File: src/rtl/pipeline_stage_decode.sv
// Decode stage: register file with write-through bypass, load-use hazard detection
// and a registered decode bundle that is handed to execute one cycle after fetch.
module pipeline_stage_decode #(
  parameter int XLEN      = 32,
  parameter int REG_COUNT = 32
) (
  input  logic            clock,
  input  logic            reset,
  input  logic            fetchValid,
  input  logic [XLEN-1:0] fetchProgramCounter,
  input  logic [4:0]      fetchRs1,
  input  logic [4:0]      fetchRs2,
  input  logic            fetchUsesRs2,
  input  logic [4:0]      fetchRd,
  input  logic            fetchRegWrite,
  input  logic            fetchMemRead,
  input  logic            fetchMemWrite,
  input  logic [XLEN-1:0] fetchImmediate,
  input  logic            jumpEnabled,
  input  logic            wbEnable,
  input  logic [4:0]      wbRegister,
  input  logic [XLEN-1:0] wbValue,
  output logic            stallOnDecode,
  output logic            decodeValid,
  output logic [XLEN-1:0] decodeProgramCounter,
  output logic [4:0]      decodeRs1,
  output logic [4:0]      decodeRs2,
  output logic [4:0]      decodeRd,
  output logic            decodeRegWrite,
  output logic            decodeMemRead,
  output logic            decodeMemWrite,
  output logic [XLEN-1:0] decodeOperand1,
  output logic [XLEN-1:0] decodeOperand2,
  output logic [XLEN-1:0] decodeImmediate,
  output logic [15:0]     stallCycles
);

  // Handshake: fetchValid qualifies the fetch bundle; while stallOnDecode is high
  // the fetch stage must hold that bundle unchanged. decodeValid qualifies every
  // decode* field; execute has no back-pressure, so a bubble is simply decodeValid=0.

  logic [REG_COUNT-1:0][XLEN-1:0] regFile;
  logic [XLEN-1:0]                operand1;
  logic [XLEN-1:0]                operand2;
  logic                           wbActive;
  logic                           hazard;
  logic                           bubble;

  assign wbActive = wbEnable && (wbRegister != 5'd0);

  // x0 is never written, so reading it straight from the array always yields 0.
  always_comb begin
    operand1 = regFile[fetchRs1];
    operand2 = regFile[fetchRs2];
    if (wbActive && (wbRegister == fetchRs1)) operand1 = wbValue;
    if (wbActive && (wbRegister == fetchRs2)) operand2 = wbValue;
  end

  assign hazard = fetchValid && decodeValid && decodeMemRead && (decodeRd != 5'd0) &&
                  ((decodeRd == fetchRs1) || (fetchUsesRs2 && (decodeRd == fetchRs2)));

  assign stallOnDecode = hazard && !jumpEnabled;
  assign bubble        = jumpEnabled || stallOnDecode || !fetchValid;

  always_ff @(posedge clock) begin
    if (!reset) begin
      regFile <= '0;
    end else if (wbActive) begin
      regFile[wbRegister] <= wbValue;
    end
  end

  always_ff @(posedge clock) begin
    if (!reset) begin
      stallCycles <= 16'd0;
    end else if (stallOnDecode && (stallCycles != 16'hFFFF)) begin
      stallCycles <= stallCycles + 16'd1;
    end
  end

  always_ff @(posedge clock) begin
    if (!reset || bubble) begin
      decodeValid          <= 1'b0;
      decodeProgramCounter <= '0;
      decodeRs1            <= 5'd0;
      decodeRs2            <= 5'd0;
      decodeRd             <= 5'd0;
      decodeRegWrite       <= 1'b0;
      decodeMemRead        <= 1'b0;
      decodeMemWrite       <= 1'b0;
      decodeOperand1       <= '0;
      decodeOperand2       <= '0;
      decodeImmediate      <= '0;
    end else begin
      decodeValid          <= 1'b1;
      decodeProgramCounter <= fetchProgramCounter;
      decodeRs1            <= fetchRs1;
      decodeRs2            <= fetchRs2;
      decodeRd             <= fetchRd;
      decodeRegWrite       <= fetchRegWrite;
      decodeMemRead        <= fetchMemRead;
      decodeMemWrite       <= fetchMemWrite;
      decodeOperand1       <= operand1;
      decodeOperand2       <= operand2;
      decodeImmediate      <= fetchImmediate;
    end
  end

endmodule
File: config.mk
export PLATFORM = sky130hd
export DESIGN_NAME = pipeline_stage_decode
export DESIGN_NICKNAME = d
export VERILOG_FILES = /design/src/rtl/pipeline_stage_decode.sv
export SDC_FILE = /design/constraint.sdc
export NUM_CORES = 2
export LEC_CHECK = 0
export BUFFER_PORTS_ARGS = -buffer_cell sky130_fd_sc_hd__buf_2
export CAP_MARGIN = 20
export CORE_ASPECT_RATIO = 2
export CORE_MARGIN = 8
export CORE_UTILIZATION = 30
export DETAILED_ROUTE_END_ITERATION = 12
export PLACE_DENSITY = 0.52
export SYNTH_ARGS = -nofsm -noshare
export SYNTH_HDL_FRONTEND = slang
export SYNTH_SLANG_ARGS = --single-unit
export TNS_END_PERCENT = 100
File: constraint.sdc
create_clock -name clock -period 5.8 [get_ports clock]
set_clock_uncertainty 0.15 [all_clocks]
set_input_delay 0 -clock clock [delete_from_list [all_inputs] [get_ports clock]]
set_output_delay 0 -clock clock [all_outputs]
set_load 0.03 [all_outputs]
# ---- Word level (Yosys, flattened, before mapping)
# Index checks and enable logic that the tools add are counted.
dict set report word_totals {
  out_inout_bits 164
  wordCells 84
  inputBits 125
  register_bits 1187
}
dict set report op_classes {
  add_sub_neg 1
  magnitude_cmp 4
  eq_ne 5
  reduce_logical 20
  n_mux 10
}
# op count
set op_table {}
lappend op_table {{$bwmux 1024} 1}
lappend op_table {{$bmux 32 s5} 2}
lappend op_table {{$demux 32 s5} 1}
lappend op_table {{$mux 32} 5}
lappend op_table {{$eq 5x5->1} 4}
lappend op_table {{$lt 5x6->1 const B} 3}
lappend op_table {{$add 16x1->16 const B} 1}
lappend op_table {{$ne 16x16->1 const B} 1}
lappend op_table {{$logic_and 1x1->1} 11}
lappend op_table {{$reduce_bool 5->1} 2}
lappend op_table {{$ge 5x1->1 const B} 1}
lappend op_table {{$logic_or 1x1->1} 4}
lappend op_table {{$logic_not 1->1} 3}
lappend op_table {{$mux 1} 1}

# ---- Longest topological paths before layout
dict set report logic_depth {
  word_depth 9
  depth_mapped 10
  depth_no_buf 7
}

# ---- Least setup slack after synthesis
# No wires, ideal clock.
dict set report synth_path {
  kind {register -> register}
  from {reg stallCycles[0]}
  to {reg stallCycles[1]}
  setup_slack_ns 3.529
  required_time_ns 5.522
  stages_incl_launch_ff 9
  period_less_slack_ns 2.271
  arrival_ns 1.993
  setup_ns 0.128
  path_buffers 2
  cell_sequence {dfxtp_1 > ha_1 > nand3_1 > or3_1 > nand4_1 > buf_2 > buf_4 > mux2i_1 > nor2_1}
}
dict set report synth_via {
  elab_chain_len 2
  elab_cells_between_ends 3
  cone_classes {1 x add/sub; 1 x eq/ne; 1 x reduce/logical}
}
# element line
set synth_rtl {}
lappend synth_rtl {{start: declaration} 35} ;# output logic [15:0] stallCycles
lappend synth_rtl {{start signal: assignment} 77} ;# stallCycles <= stallCycles + 16'd1;
lappend synth_rtl {{branches (longest 2 deep; another with $add 16x1->16)} --}
# Several ways; the timed one is not identified.
# A chain may end at the register's enable or synchronous reset.

# ---- Worst setup path in the final report
dict set report layout_path {
  from {in fetchRs2[0]}
  to {reg decodeImmediate[9]}
}
dict set report layout_via {
  elab_chain_len 8
}
# element line
set layout_rtl {}
lappend layout_rtl {{start: declaration} 12} ;# input logic [4:0] fetchRs2,
lappend layout_rtl {{$eq 5x5->1} 60} ;# ((decodeRd == fetchRs1) || (fetchUsesRs2 && (decodeRd == fetchRs2)));
lappend layout_rtl {{$logic_and 1x1->1} 60}
lappend layout_rtl {{$logic_or 1x1->1} 60}
lappend layout_rtl {{$logic_and 1x1->1} 59} ;# assign hazard = fetchValid && decodeValid && decodeMemRead && (decodeRd != 5'd0) &&
lappend layout_rtl {{$logic_and 1x1->1} 62} ;# assign stallOnDecode = hazard && !jumpEnabled;
lappend layout_rtl {{$logic_or 1x1->1 (2 in series)} 63} ;# assign bubble = jumpEnabled || stallOnDecode || !fetchValid;
lappend layout_rtl {{$logic_or 1x1->1} 82} ;# if (!reset || bubble) begin
lappend layout_rtl {{end signal: assignment} 105} ;# decodeImmediate <= fetchImmediate;
lappend layout_rtl {{end: declaration} 34} ;# output logic [XLEN-1:0] decodeImmediate,
# No other way between the ends.

==> out/metrics.cfg <==
[route]
dr_total_vias=54200
detail_route.wirelength_um=266000
firstDrtPassIters=6
vias_per_cell=5.69
wire_per_inst_um=28.0
route.antenna.remaining_nets=0
initialDrtViolationCount=6711
drcViolationCount=0

[sta]
period_minus_slack_ps=3880
max_freq_mhz=258
setup_tns_after_final_layout_ps=0
timing_worst_slew_pin_value_ps=1270
timing_hold_violations_final=0
slew_headroom=0.151
fraction_of_the_cycle_the_final_worst_path_needs=0.669
rsz0062_at_grt=false
final-max-slew-violation-count=0
count_of_endpoints_failing_setup_in_the_final_report=0

[final_layout]
highest_count_cells_in_the_layout_ignoring_fill_and_taps=2042 x sky130_fd_sc_hd__nand2_1, 1187 x sky130_fd_sc_hd__dfxtp_1, 1106 x sky130_fd_sc_hd__a21oi_1, 426 x sky130_fd_sc_hd__mux2i_1, 292 x sky130_fd_sc_hd__mux4_2
leading_cell_type_in_the_layout_fill_and_taps_excluded=sky130_fd_sc_hd__nand2_1
fin_cells=9522
design.final.nets=7006
post_route_cells_drive_above_1_share=0.152
final_core_utilization=0.350
areaGrowthSynthToFinish_pct=16.2

[flow_run]
max_cap_viol_count=0

[synth]
synth.yosys.seq_area_share=0.408
synth-edff-count=0
netlist.top_cell.by_area=sky130_fd_sc_hd__dfxtp_1
yosysUniqueCellTypes=77
postSynthAreaPerCell_sq_um=8.70
synth_ff_type=sky130_fd_sc_hd__dfxtp_1
syn-num-nets=6828
ys.warnings.count=0
synth.top_cell.area_share=0.408
yosys_register_bits=1187
mappedNetlistArea_sq_um=58300
ys_top_cells_by_area=sky130_fd_sc_hd__dfxtp_1 41%, sky130_fd_sc_hd__nand2_1 13%, sky130_fd_sc_hd__mux4_2 11%
postSynthCellCount=6702
postSynth.asyncResetShare=0

[clocking]
cts-buffers-inserted=113
clk_latency_ps=750
tritoncts=built
clk_path_buf_depth=3
cts_root_buf=sky130_fd_sc_hd__clkbuf_16
cts-htree-levels=3
clk_pin_slew_ps=70
post_cts_resized=0
tritoncts_num_sinks=1187

[die]
coreArea_sq_um=194000
initial_utilization=0.301
area_enclosed_by_the_die_boundary_sq_um=210000
floorplan.die.height_um=639
placementRows=229
die_width_um=328
io_pins=289

[hold_path]
hold-path-cell-count=5
type_of_the_tightest_min_delay_check=in -> reg
hold_path_startpoint=wbRegister[3]
worst_hold_path_endpoint=regFile[55]

[critical_path]
slowest_stage=sky130_fd_sc_hd__dlygate4sd3_1
critPathLaunchType=input pin
cp_slowest_stage_delay_ps=1070
worstReg2RegEnd=decodeImmediate[9]
crit_chain=dlygate4sd3_1 -> buf_8 -> xnor2_1 -> nand2_1 -> o22ai_2 -> a211oi_4 -> dlygate4sd3_1 -> buf_4 -> and2_1 -> dlygate4sd3_1
worst-endpoint-arrival_ps=4430
cpMostUsedCell=sky130_fd_sc_hd__dlygate4sd3_1
cp_data_required_time_ps=6340
critPathMaxFanout=70
endpoint_kind=register
rrSetupSlack_ps=1980
r2r.worst_path.cells=8
worst_reg2reg_path_startpoint=decodeRd[2]
worstSetupPathType=in -> reg

[power_and_ir_drop]
pwr-share-comb=0.103
p_per_area_nw_per_um2=265
power.clock.fraction=0.436
power.switching_fraction=0.275
internal_power_mw=13.0
power_frac_seq=0.461
max_rail_drop_vdd_mv=0.258
leakage_power_total_nw=23.3
power.switching_mw=4.94

[placement]
placed_cells_incl_taps=9028
buffer_ports.inserted=288
place.detailed.hpwl_um=145000
weighted_congestion_at_the_end_of_routability_driven_global_placement=0.886

[global_route]
grt_max_degree=193
grt_overflow_total=0
number_of_antenna_violations_at_the_first_check_in_global_routing=15
globalRouteTotalUtil=0.242
first_global_vias=51200
grt_pass1_wl_um=378000

[outcome]
outcome=finished clean

-- metal layers --
metal	routed length [um]	vias up	share of wire	global-route usage
li1	-	23700	-	-
met1	106000	26600	0.40	0.315
met2	119000	3160	0.45	0.378
met3	26500	677	0.099	0.0492
met4	15700	0	0.059	0.123
met5	0	-	0	0
-- power by group through the flow --
stage | combinational, mW | clock [mW] | sequential (mW)
finish | 1.85 | 7.84 | 8.28
global route | 1.89 | 8.24 | 8.28
CTS | 1.79 | 7.94 | 8.27
detailed placement | 1.66 | 0 | 8.46
global placement | 1.66 | 0 | 8.46
floorplan | 1.01 | 0 | 8.49
-- cell families after synthesis --
group | after synthesis | synth area share
AO/OA/AOI/OAI | 1641 | 0.164
XOR/XNOR | 21 | 0.00316
adder cells (fa/ha/maj) | 1 | 0.000215
buffers and inverters | 676 | 0.0616
flip-flops | 1187 | 0.408
multiplexers | 746 | 0.195
AND/OR/NAND/NOR | 2430 | 0.168
-- worst max-delay path by stage --
stage | startpoint | endpoint | slack (ps) | depth (start not counted)
4_1_cts | fetchRs1[1] | decodeImmediate[9] | 1990 | 11
6_report | fetchRs2[0] | decodeImmediate[9] | 1920 | 10
2_1_floorplan | stallCycles[0] | stallCycles[1] | 3530 | 8
3_5_place_dp | fetchRs1[0] | decodeOperand1[29] | 2290 | 7
5_1_grt | fetchRs1[1] | decodeImmediate[9] | 1880 | 11
3_3_place_gp | fetchRs2[2] | decodeOperand2[28] | 1450 | 6
-- area by class of cell --
class,count,area (sq um)
multi-input cells,4839,31300
well taps,2541,3180
clock inverters,44,474
fillers,19900,126000
diodes,10,25.0
flip-flops and latches,1187,23800
clock buffers,162,3290
repair buffers,724,5640
inverters,15,67.6
-- through the flow --
stage | instance area, sq um | worst slack, ps | hold slack (ps) | power [mW]
global placement | 61200 | 1450 | 49.0 | 10.1
CTS | 67700 | 1990 | 6.49 | 18.0
detailed placement | 61200 | 2290 | 52.1 | 10.1
floorplan | 58300 | 3530 | -28.3 | 9.50
finish | 67800 | 1920 | 57.5 | 18.0
global route | 67700 | 1880 | 79.7 | 18.4
-- flip-flops by register name, summed over array words and instances (netlist names), 5 cells and up --
register / cells
decodeRs2: 5
decodeOperand2: 32
decodeImmediate: 32
decodeRs1: 5
regFile: 1024
decodeOperand1: 32
stallCycles: 16
decodeProgramCounter: 32
decodeRd: 5
-- cells in the mapped netlist (21+ instances only) --
| library cell | number |
|---|---|
| sky130_fd_sc_hd__nand2_1 | 2073 |
| sky130_fd_sc_hd__dfxtp_1 | 1187 |
| sky130_fd_sc_hd__a21oi_1 | 1106 |
| sky130_fd_sc_hd__clkbuf_1 | 444 |
| sky130_fd_sc_hd__mux2i_1 | 426 |
| sky130_fd_sc_hd__mux4_2 | 292 |
| sky130_fd_sc_hd__o21ai_0 | 142 |
| sky130_fd_sc_hd__and2_1 | 117 |
| sky130_fd_sc_hd__a221oi_1 | 95 |
| sky130_fd_sc_hd__buf_2 | 93 |
| sky130_fd_sc_hd__nor2_1 | 79 |
| sky130_fd_sc_hd__a221o_1 | 58 |
| sky130_fd_sc_hd__a211oi_1 | 44 |
| sky130_fd_sc_hd__nor3_1 | 42 |
| sky130_fd_sc_hd__buf_6 | 37 |
| sky130_fd_sc_hd__buf_4 | 29 |
| sky130_fd_sc_hd__nor2b_1 | 26 |
| sky130_fd_sc_hd__a22oi_1 | 24 |
| sky130_fd_sc_hd__a31oi_1 | 24 |
| sky130_fd_sc_hd__o21ai_1 | 24 |
| sky130_fd_sc_hd__o22ai_1 | 22 |
| sky130_fd_sc_hd__buf_12 | 21 |
-- critical path, delay by kind of cell --
family	cells	cell delay [ps]
buffers and inverters	5	3370
xor gates and xnor gates	1	150
AOI/OAI and AO/OA	2	480
and+or+nand+nor	2	330
-- what timing repair did --
item                       CTS  global route
hold buffers               278             0
buffers inserted             0             0
hold endpoints to repair  1175             0
(Power assumes the default switching activity.)
